===== config.mk =====
export PLATFORM = sky130hd
export DESIGN_NAME = cordic2_sched
export DESIGN_NICKNAME = d
export VERILOG_FILES = /design/src/rtl/cordic2_pkg.sv /design/src/rtl/cordic2_tag_pipe.sv /design/src/rtl/cordic2_sched.sv
export SDC_FILE = /design/constraint.sdc
export NUM_CORES = 1
export LEC_CHECK = 0
export ABC_AREA = 1
export CORE_MARGIN = 1
export CORE_UTILIZATION = 45
export CTS_CLUSTER_SIZE = 10
export DETAILED_ROUTE_END_ITERATION = 12
export GPL_TIMING_DRIVEN = 0
export PLACE_DENSITY = 0.9
export SKIP_LAST_GASP = 1
export SLEW_MARGIN = 20
export SYNTH_ARGS = -nofsm -noshare
export SYNTH_HDL_FRONTEND = slang
export SYNTH_HIERARCHICAL = 1
export SYNTH_SLANG_ARGS = --single-unit

===== constraint.sdc =====
create_clock -name clk -period 9.1 [get_ports clk]
set_clock_uncertainty 0.15 [all_clocks]
set_input_delay 1.82 -clock clk [delete_from_list [all_inputs] [get_ports clk]]
set_output_delay 1.82 -clock clk [all_outputs]
set_load 0.01 [all_outputs]

===== src/rtl/cordic2_pkg.sv =====
// Shared types and constants for the cordic2 request scheduler.
// A delay-line stage records whether an issue occupies it and which requester owns it.
package cordic2_pkg;

  localparam int FP32_W      = 32;
  localparam int CORDIC2_LAT = 16;

  typedef logic req_tag_t;

  typedef struct packed {
    logic     v;
    req_tag_t tag;
  } delay_stage_t;

endpackage


===== src/rtl/cordic2_tag_pipe.sv =====
// Non-stallable {valid, tag} shift register that follows each issue through cordic2.
// Exposes the tail stage and a flag telling whether any stage is occupied.
module cordic2_tag_pipe
  import cordic2_pkg::*;
#(
  parameter int DEPTH = CORDIC2_LAT + 1
) (
  input  logic         clk,
  input  logic         reset,
  input  delay_stage_t in_stage,
  output delay_stage_t tail,
  output logic         any_valid
);

  delay_stage_t stages [DEPTH];

  always_ff @(posedge clk or posedge reset) begin
    if (reset) begin
      for (int i = 0; i < DEPTH; i++) stages[i] <= '0;
    end else begin
      stages[0] <= in_stage;
      for (int i = 1; i < DEPTH; i++) stages[i] <= stages[i-1];
    end
  end

  always_comb begin
    any_valid = 1'b0;
    for (int i = 0; i < DEPTH; i++) any_valid = any_valid | stages[i].v;
  end

  assign tail = stages[DEPTH-1];

endmodule


===== src/rtl/cordic2_sched.sv =====
// Round-robin scheduler sharing one free-running cordic2 pipeline between two requesters,
// with per-requester in-flight caps and tag-routed result return.
module cordic2_sched
  import cordic2_pkg::*;
#(
  parameter int CORDIC_LAT   = CORDIC2_LAT,
  parameter int MAX_INFLIGHT = 8,
  parameter int CNT_W        = 4
) (
  input  logic              clk,
  input  logic              reset,
  input  logic              req0_valid,
  input  logic [FP32_W-1:0] req0_theta,
  output logic              req0_ready,
  input  logic              req1_valid,
  input  logic [FP32_W-1:0] req1_theta,
  output logic              req1_ready,
  output logic              res0_valid,
  output logic [FP32_W-1:0] res0_data,
  output logic              res1_valid,
  output logic [FP32_W-1:0] res1_data,
  output logic [FP32_W-1:0] cordic_theta,
  input  logic [FP32_W-1:0] cordic_result,
  output logic              idle
);

  logic [CNT_W-1:0]  cnt0, cnt1;
  logic              rr_last;
  logic              elig0, elig1, grant0, grant1;
  logic              retire0, retire1, pipe_busy;
  logic [FP32_W-1:0] hold0, hold1;
  delay_stage_t      issue_stage, tail;

  // Grants are suppressed while reset is held so nothing looks accepted during reset.
  always_comb begin
    issue_stage     = '0;
    elig0           = !reset && req0_valid && (cnt0 < CNT_W'(MAX_INFLIGHT));
    elig1           = !reset && req1_valid && (cnt1 < CNT_W'(MAX_INFLIGHT));
    grant0          = elig0 && (!elig1 || rr_last);
    grant1          = elig1 && (!elig0 || !rr_last);
    issue_stage.v   = grant0 || grant1;
    issue_stage.tag = grant1;
    retire0         = tail.v && (tail.tag == 1'b0);
    retire1         = tail.v && (tail.tag == 1'b1);
  end

  // One extra stage covers the operand register sitting in front of cordic2.
  cordic2_tag_pipe #(
    .DEPTH(CORDIC_LAT + 1)
  ) u_tag_pipe (
    .clk      (clk),
    .reset    (reset),
    .in_stage (issue_stage),
    .tail     (tail),
    .any_valid(pipe_busy)
  );

  always_ff @(posedge clk or posedge reset) begin
    if (reset) begin
      cordic_theta <= '0;
      rr_last      <= 1'b1;
    end else if (grant0) begin
      cordic_theta <= req0_theta;
      rr_last      <= 1'b0;
    end else if (grant1) begin
      cordic_theta <= req1_theta;
      rr_last      <= 1'b1;
    end
  end

  always_ff @(posedge clk or posedge reset) begin
    if (reset) begin
      cnt0 <= '0;
      cnt1 <= '0;
    end else begin
      if (grant0 && !retire0)      cnt0 <= cnt0 + CNT_W'(1);
      else if (!grant0 && retire0) cnt0 <= cnt0 - CNT_W'(1);
      if (grant1 && !retire1)      cnt1 <= cnt1 + CNT_W'(1);
      else if (!grant1 && retire1) cnt1 <= cnt1 - CNT_W'(1);
    end
  end

  always_ff @(posedge clk or posedge reset) begin
    if (reset) begin
      hold0 <= '0;
      hold1 <= '0;
    end else begin
      if (retire0) hold0 <= cordic_result;
      if (retire1) hold1 <= cordic_result;
    end
  end

  // A retire with nothing outstanding would mean the tag line and counters disagree.
  always @(posedge clk) begin
    if (!reset) begin
      assert (!(retire0 && !grant0 && cnt0 == '0));
      assert (!(retire1 && !grant1 && cnt1 == '0));
    end
  end

  assign req0_ready = grant0;
  assign req1_ready = grant1;
  assign res0_valid = retire0;
  assign res1_valid = retire1;
  assign res0_data  = retire0 ? cordic_result : hold0;
  assign res1_data  = retire1 ? cordic_result : hold1;
  assign idle       = !pipe_busy && !issue_stage.v;

endmodule


==> run_results.csv, run 1 <==
group,metric,value,unit
placed_design,placed_area,7995,µm²
drt,wl_per_cell,15.17,µm
grt,grt_pass1_vias,5114,
finish,final_cell_mix,"200 x clkdlybuf4s50_1, 162 x nand2_1, 138 x dfrtp_1, 76 x inv_1, 67 x nand3_1",
die,rows,40,
grt,grt-ovfl-total,0,
cts,clk_latency,0.41,ns
cts,cts_tree,"done",
grt,grt_usage,24.66,%
finish,syn_to_final_growth,48.35,%
setup_path,startpoint_type,"primary input",
finish,drive_gt1_share,9.283,%
yosys,syn_area_per_cell,9.305,µm²
die,die_h,115.0,µm
finish,final_common_cell,"clkdlybuf4s50_1",
yosys,ys_seq_elements,139,
setup_path,max_stage_delay,0.57,ns
yosys,muxShareOfSynthArea,0,%
hold_path,hold_path_class,"flip-flop to flip-flop",
cts,cts.clk_slew.worst_paths,0.06,ns
power,p_per_area,263.5,nW/µm²
cts,holdBufCountCts,0,
drt,via_per_inst,4.938,
yosys,synthCells,618,
power,p_leak,0.004163,µW
sta,min_period_over_period,69.62,%
drt,drt.antenna.violating_nets,0,
yosys,synth-simple-area-share,18.73,%
sta,hold_viol_final,0,
placed_design,place_congestion,0.7803,
setup_path,crit_chain,"clkdlybuf4s50_1, inv_6, buf_16, nand3_2, buf_2, o21bai_1, inv_1, clkdlybuf4s50_1",
finish,diodes,0,
sta,period_needed,6.336,ns
placed_design,dp_hpwl,11270,µm
setup_path,crit_path_end_kind,"output pin",
drt,vias,5032,
power,intPower,1551,µW
setup_path,cp.arrival,4.37,ns
grt,grt_first_pass_wirelength,24780,µm
yosys,ys_warn_count,6,
sta,holdWs,0.1939,ns
cts,cts_max_path_buffers,2,
sta,slew_headroom,56.13,%
sta,rsz0062_at_grt,"false",
power,comb_power_share,34.5,%
setup_path,slowest_stage,"clkdlybuf4s50_1",
grt,grt_max_degree,84,
setup_path,critPathTopFamily,"buffers and inverters",
yosys,ys_seq_area_share,60.51,%
setup_path,critPathKind,"primary input to output pin",
finish,fin_nets,946,
drt,drc_errors,0,
yosys,synth_fa_ha_area_share,2.002,%
power,p_clk_share,27.2,%
cts,clock-root-buffer,"clkbuf_16",
cts,post_cts_resized,0,
yosys,synth_xor_area_share,0.6092,%
setup_path,path_common_cell,"clkdlybuf4s50_1",
cts,cts_setup_buffers,0,
sta,tightest_slew,0.6572,ns
cts,cts.sinks,139,
yosys,synth-compound-area-share,8.747,%
yosys,netlist_area,5751,µm²
die,io_pins,201,
setup_path,cp.required,7.13,ns
drt,wirelength,15460,µm
drt,first_pass_iters,5,
setup_path,path_buf_inv,6,
die,core-area,12210,µm²
yosys,syn_nets,726,
die,start_util,47.09,%
sta,drv_slew,0,
finish,finalInstanceArea,8531,µm²
die,die_area,13240,µm²
power,irDropWorstVdd,0.0001382,V
sta,max_freq,0.1578,GHz
power,p_total,2248,µW
die,die_w,115.0,µm
sta,finalSetupViolations,0,
yosys,synth_top_family_by_area,"simple AND/OR/NAND/NOR gates",
run,maxCapViolCount,0,
sta,fin_tns_setup,0,ns
power,p_sw,697.6,µW
drt,drt-initial-drc-count,313,
power,p_sw_share,31.03,%
grt,antenna_found_initial,0,
cts,cts_made_buffers,17,
yosys,synth_cell_types,26,
cts,htreeDepth,4,
run_status,status,"completed",
power,seq_power_share,38.3,%
placed_design,numPortBuffers,200,
setup_path,crit_path_max_fanout,83,
## power by group through the flow
stage	logic (µW)	clock network, µW	registers, µW
after floorplan	316	0	889
after detailed placement	773	0	863
after global placement	750	0	862
after CTS	780	622	861
after global routing	844	651	877
final	775	611	861
## Yosys cell counts, drive strengths merged
library cell	n	share of area, %
dfrtp	138	60
dfstp	1	0.46
nand3	68	6.0
xnor2	4	0.61
a21oi	32	2.8
buf	31	3.8
nand2	165	11
nor2	13	0.94
ha	6	1.3
fa	2	0.70
nand4	1	0.22
nor3	1	0.087
or2	3	0.33
inv	81	5.3
o21ai	67	5.8
clkbuf	3	0.20
o21bai	1	0.13
clkinv	1	0.15
## state kept, by name, summed over array words and instances (netlist names)
signal             flops
cnt1                   4
hold0                 32
cordic_theta          32
hold1                 32
cnt0                   4
u_tag_pipe/stages     32
u_tag_pipe/tail        2
rr_last                1
## worst paths after layout
check                                 startpoint                    to  depth (start not counted)  slack (ns)
max in group asynchronous                  reset              hold0[6]                          3        6.45
hold reg to reg            u_tag_pipe/stages[10]  u_tag_pipe/stages[8]                          0        0.19
setup reg to reg              u_tag_pipe/tail[1]               cnt0[3]                         14        6.48
setup / recovery                           reset            req1_ready                          8        2.76
hold / removal             u_tag_pipe/stages[10]  u_tag_pipe/stages[8]                          0        0.19
min in group asynchronous                  reset               cnt0[3]                          2        1.67
## metrics by stage
step / worst slack, ns / std cells / util [%]
3_5_place_dp: 2.665 / 987 / 65.47
6_report: 2.764 / 1019 / 69.86
2_1_floorplan: 3.193 / 618 / -
4_1_cts: 2.660 / 1019 / 69.86
5_1_grt: 2.505 / 1019 / 69.86
3_3_place_gp: 1.387 / 986 / 65.20
## layout make-up
type	instances	area, µm²
Multi-Input combinational cell	363	1730
Fill cell	859	3681
Inverter	82	317.8
Tap cell	168	210.2
Clock buffer	19	442.9
Buffer	34	227.7
Timing Repair Buffer	201	2029
Sequential cell	139	3480
Clock inverter	13	92.59
## kinds of logic after synthesis
group / Yosys count
flip-flops: 139
XOR/XNOR: 4
buffers and inverters: 116
AO/OA/AOI/OAI: 100
AND/OR/NAND/NOR: 251
adder cells (fa/ha/maj): 8
## per-layer routing
metal	routed length [µm]	GRT usage, %	vias to the layer above
met5	0	0	-
met4	367	10.30	0
met3	1400	7.433	33
met2	7439	42.01	240
met1	6250	29.13	2368
li1	-	-	2391
Power figures use the tool's default switching activity.
==> run 2: changes to the inputs <==
Clock period 9.1 ns to 6.25 ns, I/O delays scaled along.
==> results of run 2 <==
The final DEF is identical to that of run 1. Status: completed.
Among the figures that moved: setup slack after placement 2.665 ns -> 0.9552 ns; setup slack after layout 2.764 ns -> 1.054 ns; register-to-register setup slack 6.48 ns -> 3.63 ns; total power 2248 µW -> 3273 µW; worst IR drop on VDD 0.0001382 V -> 0.0002012 V
